### config.mk
export PLATFORM = sky130hd
export DESIGN_NAME = apb_req_arbiter
export DESIGN_NICKNAME = d
export VERILOG_FILES = /design/src/rtl/apb_req_arbiter.sv
export SDC_FILE = /design/constraint.sdc
export NUM_CORES = 1
export LEC_CHECK = 0
export BUFFER_PORTS_ARGS = -buffer_cell sky130_fd_sc_hd__buf_2
export CORE_AREA = 2 2 161 163
export CTS_BUF_LIST = sky130_fd_sc_hd__clkbuf_16
export DETAILED_ROUTE_END_ITERATION = 12
export DIE_AREA = 0 0 163 165
export HOLD_SLACK_MARGIN = 0.12
export PLACE_DENSITY = 0.61
export SYNTH_ARGS = -nofsm -noshare
export SYNTH_HDL_FRONTEND = slang
export SYNTH_SLANG_ARGS = --single-unit
### constraint.sdc
create_clock -name clk_i -period 2.15 [get_ports clk_i]
set_input_delay 0.1075 -clock clk_i [delete_from_list [all_inputs] [get_ports clk_i]]
set_output_delay 0.1075 -clock clk_i [all_outputs]
set_load 0.01 [all_outputs]
### src/rtl/apb_req_arbiter.sv
// Round-robin arbiter that funnels NB_REQ simple request ports onto one APB master.
// One transfer in flight: IDLE -> SETUP -> ACCESS -> RESP, with an optional ACCESS timeout.
module apb_req_arbiter #(
    parameter int NB_REQ         = 4,
    parameter int APB_ADDR_WIDTH = 32,
    parameter int APB_DATA_WIDTH = 32,
    parameter int TIMEOUT_CYCLES = 255
) (
    input  logic                                     clk_i,
    input  logic                                     rst_i,
    input  logic [NB_REQ-1:0]                        req_i,
    input  logic [NB_REQ-1:0]                        we_i,
    input  logic [NB_REQ-1:0][APB_ADDR_WIDTH-1:0]    addr_i,
    input  logic [NB_REQ-1:0][APB_DATA_WIDTH-1:0]    wdata_i,
    output logic [NB_REQ-1:0]                        gnt_o,
    output logic [NB_REQ-1:0]                        rvalid_o,
    output logic [APB_DATA_WIDTH-1:0]                rdata_o,
    output logic                                     err_o,
    output logic                                     psel_o,
    output logic                                     penable_o,
    output logic                                     pwrite_o,
    output logic [APB_ADDR_WIDTH-1:0]                paddr_o,
    output logic [APB_DATA_WIDTH-1:0]                pwdata_o,
    input  logic [APB_DATA_WIDTH-1:0]                prdata_i,
    input  logic                                     pready_i,
    input  logic                                     pslverr_i
);
    localparam int PW = (NB_REQ > 1) ? $clog2(NB_REQ) : 1;
    localparam logic [APB_DATA_WIDTH-1:0] ABORT_DATA = APB_DATA_WIDTH'(32'hDEADBEEF);
    localparam bit          TO_EN   = (TIMEOUT_CYCLES != 0);
    localparam logic [15:0] TO_LAST = 16'(TIMEOUT_CYCLES - 1);

    typedef enum logic [1:0] {IDLE, SETUP, ACCESS, RESP} state_t;

    state_t                    state_q, state_d;
    logic [PW-1:0]             ptr_q, ptr_d;
    logic [PW-1:0]             owner_q, owner_d;
    logic                      pwrite_q, pwrite_d;
    logic [APB_ADDR_WIDTH-1:0] paddr_q, paddr_d;
    logic [APB_DATA_WIDTH-1:0] pwdata_q, pwdata_d;
    logic [APB_DATA_WIDTH-1:0] rdata_q, rdata_d;
    logic                      err_q, err_d;
    logic [15:0]               cnt_q, cnt_d;

    logic [PW-1:0]             win;
    logic [PW-1:0]             cand;
    logic                      found;
    logic                      timeout_hit;
    int                        idx;

    // Search from the pointer upward, wrapping once; the first requester seen wins.
    always_comb begin
        found = 1'b0;
        win   = '0;
        idx   = 0;
        cand  = '0;
        for (int k = 0; k < NB_REQ; k++) begin
            idx = int'(ptr_q) + k;
            if (idx >= NB_REQ) idx = idx - NB_REQ;
            cand = PW'(idx);
            if (!found && req_i[cand]) begin
                found = 1'b1;
                win   = cand;
            end
        end
    end

    // The counter holds the number of ACCESS cycles already spent waiting, so the
    // abort lands on the TIMEOUT_CYCLES-th ACCESS cycle.
    assign timeout_hit = TO_EN && (cnt_q == TO_LAST);

    always_comb begin
        state_d  = state_q;
        ptr_d    = ptr_q;
        owner_d  = owner_q;
        pwrite_d = pwrite_q;
        paddr_d  = paddr_q;
        pwdata_d = pwdata_q;
        rdata_d  = rdata_q;
        err_d    = err_q;
        cnt_d    = cnt_q;
        case (state_q)
            IDLE: begin
                if (found) begin
                    owner_d  = win;
                    ptr_d    = (win == PW'(NB_REQ - 1)) ? '0 : win + 1'b1;
                    pwrite_d = we_i[win];
                    paddr_d  = addr_i[win];
                    pwdata_d = wdata_i[win];
                    state_d  = SETUP;
                end
            end
            SETUP: begin
                cnt_d   = '0;
                state_d = ACCESS;
            end
            ACCESS: begin
                if (pready_i) begin
                    rdata_d = pwrite_q ? '0 : prdata_i;
                    err_d   = pslverr_i;
                    state_d = RESP;
                end else if (timeout_hit) begin
                    rdata_d = ABORT_DATA;
                    err_d   = 1'b1;
                    state_d = RESP;
                end else begin
                    cnt_d = cnt_q + 16'd1;
                end
            end
            RESP: state_d = IDLE;
            default: state_d = IDLE;
        endcase
    end

    always_ff @(posedge clk_i) begin
        if (rst_i) begin
            state_q  <= IDLE;
            ptr_q    <= '0;
            owner_q  <= '0;
            pwrite_q <= 1'b0;
            paddr_q  <= '0;
            pwdata_q <= '0;
            rdata_q  <= '0;
            err_q    <= 1'b0;
            cnt_q    <= '0;
        end else begin
            state_q  <= state_d;
            ptr_q    <= ptr_d;
            owner_q  <= owner_d;
            pwrite_q <= pwrite_d;
            paddr_q  <= paddr_d;
            pwdata_q <= pwdata_d;
            rdata_q  <= rdata_d;
            err_q    <= err_d;
            cnt_q    <= cnt_d;
        end
    end

    // Grant is masked during reset so a pending request cannot pulse while held in reset.
    for (genvar gi = 0; gi < NB_REQ; gi++) begin : g_onehot
        assign gnt_o[gi]    = (state_q == IDLE) && found && !rst_i && (win == PW'(gi));
        assign rvalid_o[gi] = (state_q == RESP) && (owner_q == PW'(gi));
    end

    assign psel_o    = (state_q == SETUP) || (state_q == ACCESS);
    assign penable_o = (state_q == ACCESS);
    assign pwrite_o  = pwrite_q;
    assign paddr_o   = paddr_q;
    assign pwdata_o  = pwdata_q;
    assign rdata_o   = rdata_q;
    assign err_o     = err_q;
endmodule

==> impl_metrics.csv <==
group,metric,value,unit
run_status,status,"finished clean",
synthesis,postSynthAreaPerCell,8.11,um^2
global_routing,grt_pass1_vias,9912,
power_and_ir_drop,p_leak,5.86,nW
flow_run,max_cap_violations,0,
min_path,holdCritPathClass,"input port to flop",
synthesis,yosysWarnings,0,
die,core-area,25000,um^2
placement,post-place-ws,0.119,ns
synthesis,synth_area,6780,um^2
global_routing,use_met3,7.91,%
synthesis,synth_compound_area_share,26.7,%
synthesis,synth_top_area_share,35.4,%
die,die_x,163,um
synthesis,synth_top_family_by_area,"compound AO/OA/AOI/OAI gates",
cells_and_area,final-seq-area,2410,um^2
drt,antenna_left,0,
cells_and_area,syn2layout_area_growth,88.9,%
clock_tree,clk_pin_slew,0.06,ns
timing,post-route-period-util,95.8,%
timing,skew,0.0130,ns
timing,postLayoutSetupSlackWorst,0.0912,ns
timing,fmax,486,MHz
drt,wire_per_inst,19.9,um
worst_setup_path,cpMaxStageDelayCell,"dfxtp_1",
clock_tree,cts_buffers,17,
drt,routed-via-count,9789,
cells_and_area,nets,1806,
worst_setup_path,required,2.04,ns
synthesis,synth.yosys.seq_area_share,35.4,%
worst_setup_path,arrival,1.95,ns
synthesis,yosysTopAreaCell,"dfxtp_1",
clock_tree,clockBufferDepth,2,
global_routing,antenna_found_initial,2,
synthesis,synthMuxAreaShare,10.0,%
global_routing,overflow,0,
timing,setup_viol,0,
die,start_util,27.1,%
timing,hold_ws,0.104,ns
synthesis,synth_fp_nets,1143,
synthesis,ys_seq_elements,120,
power_and_ir_drop,ir_worst_vdd,0.600,mV
global_routing,grt.busiest_layer,"met2",
worst_setup_path,crit_buf_inv,2,
synthesis,synthCells,837,
drt,first_pass_iters,5,
placement,gp_congestion,0.872,
synthesis,synthAdderAreaFrac,1.11,%
global_routing,grt_first_pass_wirelength,53700,um
clock_tree,clock_latency,0.42,ns
timing,finalHoldViolCount,0,
die,die_area,26900,um^2
drt,routed_wl,36700,um
cells_and_area,stdcell_area,12800,um^2
clock_tree,cts_tree,"built",
worst_setup_path,start_kind,"flop",
clock_tree,cts_max_level,4,
worst_setup_path,slowest_delay,0.32,ns
worst_setup_path,crit_type,"flop to output pin",
synthesis,synth-simple-area-share,21.2,%
timing,fin_crit,2.06,ns
global_routing,gr-usage-met2,41.7,%
synthesis,synth-xor-area-share,0.387,%
synthesis,yosysUniqueCellTypes,47,
timing,relSlewSlack,65.7,%
drt,routed_via_density,5.31,
placement,dp_hpwl,22400,um
die,dieHeight,165,um
synthesis,synth.area.top_cells,"dfxtp_1, mux2i_1, o211ai_1, o21ai_0, nand2_1",
global_routing,grt_max_degree,74,
placement,place_area,9450,um^2
worst_setup_path,cp_top_family,"simple AND/OR/NAND/NOR gates",
worst_setup_path,cp-end-kind,"output pin",
global_routing,grt_util_met1,30.4,%
worst_setup_path,path_max_fanout,37,
die,top_level_ports,408,
clock_tree,cts_root_buf,"clkbuf_16",
worst_setup_path,crit_chain,"nor2b_1 > a211o_4 > buf_12 > nand2_1 > nor3_2 > buf_2",
cells_and_area,fillers,2199,
cells_and_area,drive_above_1_share,33.7,%
cells_and_area,multi_input_area,4170,um^2
die,rows,58,
drt,drc,0,
placement,io_buffer_count,407,
drt,drt-initial-drc-count,1029,
timing,tightest_slew,0.513,ns
global_routing,gr-usage-all-layers,26.0,%
power_and_ir_drop,power_density,945,nW/um^2
clock_tree,numClockSinks,120,
timing,timing.final.max_slew_violations,0,
-- metrics by stage --
stage	util [%]	setup TNS [ns]	power [mW]	cells
floorplan	-	0	6.31	837
detailed placement	37.7	0	8.77	1539
global route	51.2	-0.0914	12.8	1842
finish	51.2	0	12.1	1843
global placement	37.7	0	8.71	1539
CTS	50.7	0	11.9	1839
-- worst paths after layout --
check | start | slack (ns) | cells past startpoint | to
worst max-delay path | ptr_q[0] | 0.09 | 6 | gnt_o[2]
worst min-delay path | wdata_i[103] | 0.10 | 3 | pwdata_o[7]
worst max register to register | ptr_q[0] | 0.13 | 7 | pwdata_o[31]
worst min register to register | rdata_o[14] | 0.45 | 2 | rdata_o[14]
-- worst reg2reg max path, cell delays in order, from the launching register on --
cell and delay (ns):
dfxtp_1 0.32, nor2b_1 0.31, nor4_2 0.14, buf_12 0.19, nor2_4 0.16, buf_4 0.31
mux2i_1 0.35, o211ai_1 0.13
-- where the power goes --
group,internal [mW],switching [mW]
clock,1.57,1.08
sequential,2.99,0.512
combinational,2.63,3.32
total,7.19,4.92
-- layout by cell type (no fill, tap or decap), types with 18 or more instances in the layout --
| cell type | Yosys | final |
|---|---|---|
| o211ai_1 | 68 | 68 |
| nand3_1 | 42 | 42 |
| nand2b_1 | 26 | 25 |
| buf_4 | 1 | 31 |
| a21oi_1 | 19 | 18 |
| a211oi_1 | 27 | 26 |
| a21boi_0 | 36 | 36 |
| mux2i_1 | 68 | 65 |
| o21ai_0 | 73 | 73 |
| nand2_1 | 93 | 91 |
| dlygate4sd3_1 | 0 | 268 |
| and3_1 | 38 | 38 |
| buf_2 | 20 | 407 |
| nor2_1 | 46 | 42 |
| clkbuf_16 | 0 | 18 |
| a211o_1 | 31 | 30 |
| dfxtp_1 | 120 | 119 |
-- state kept, by name, indices dropped and copies added, names as in the netlist --
signal and flops:
cnt_q 16, err_o 1, owner_q 2, paddr_o 32
ptr_q 2, pwdata_o 32, pwrite_o 1, rdata_o 32
state_q 2
-- Yosys cell counts (all sizes together) --
cell type and n:
and4b 1, dfxtp 120, o31ai 2, o22ai 1, ha 6, nand2 93, a211o 31, or4 6
nor3b 1, clkbuf 49, or3 9, nand3b 1, a32oi 1, nor2 46, nand3 42, xor2 3
a211oi 27, buf 28, and3 38, o2111ai 1, a21boi 36, and4 2, a21o 1, nand2b 26
o21bai 1, o211ai 68, o41a 1, nor4 5, nand4 5, inv 7, mux2i 68, o21ai 74
nor3 9, a31oi 1, and2 2, a41oi 1, nor2b 4, a21oi 19, a311oi 1
-- layer usage --
| layer | routed length, um | vias up |
|---|---|---|
| met1 | 13900 | 4475 |
| met4 | 2100 | 0 |
| met5 | 0 | - |
| met2 | 17200 | 714 |
| met3 | 3510 | 198 |
| li1 | - | 4402 |
-- cell type report --
cell class,instances,area share (%)
repair buffers,721,41.0
clock buffers,17,3.32
inverters,7,0.205
multi-input cells,633,32.6
well taps,330,3.22
flip-flops and latches,120,18.8
diodes,1,0.0195
clock inverters,14,0.879
-- repair_timing --
item,4_1_cts,5_1_grt
hold endpoints to repair,103,0
hold buffers,268,0
endpoints found under the setup margin,4,21
gates cloned,0,1
resized for setup,6,16
buffers inserted,1,3
pin swaps,0,2
-- cell families after synthesis --
logic type                 count (synthesis)
AOI/OAI and AO/OA                        266
xor gates and xnor gates                   3
adders and majority gates                  6
buffers and inverters                     84
DFF                                      120
muxes                                     68
and+or+nand+nor                          290
No activity file was read; power rests on OpenSTA's default activity.
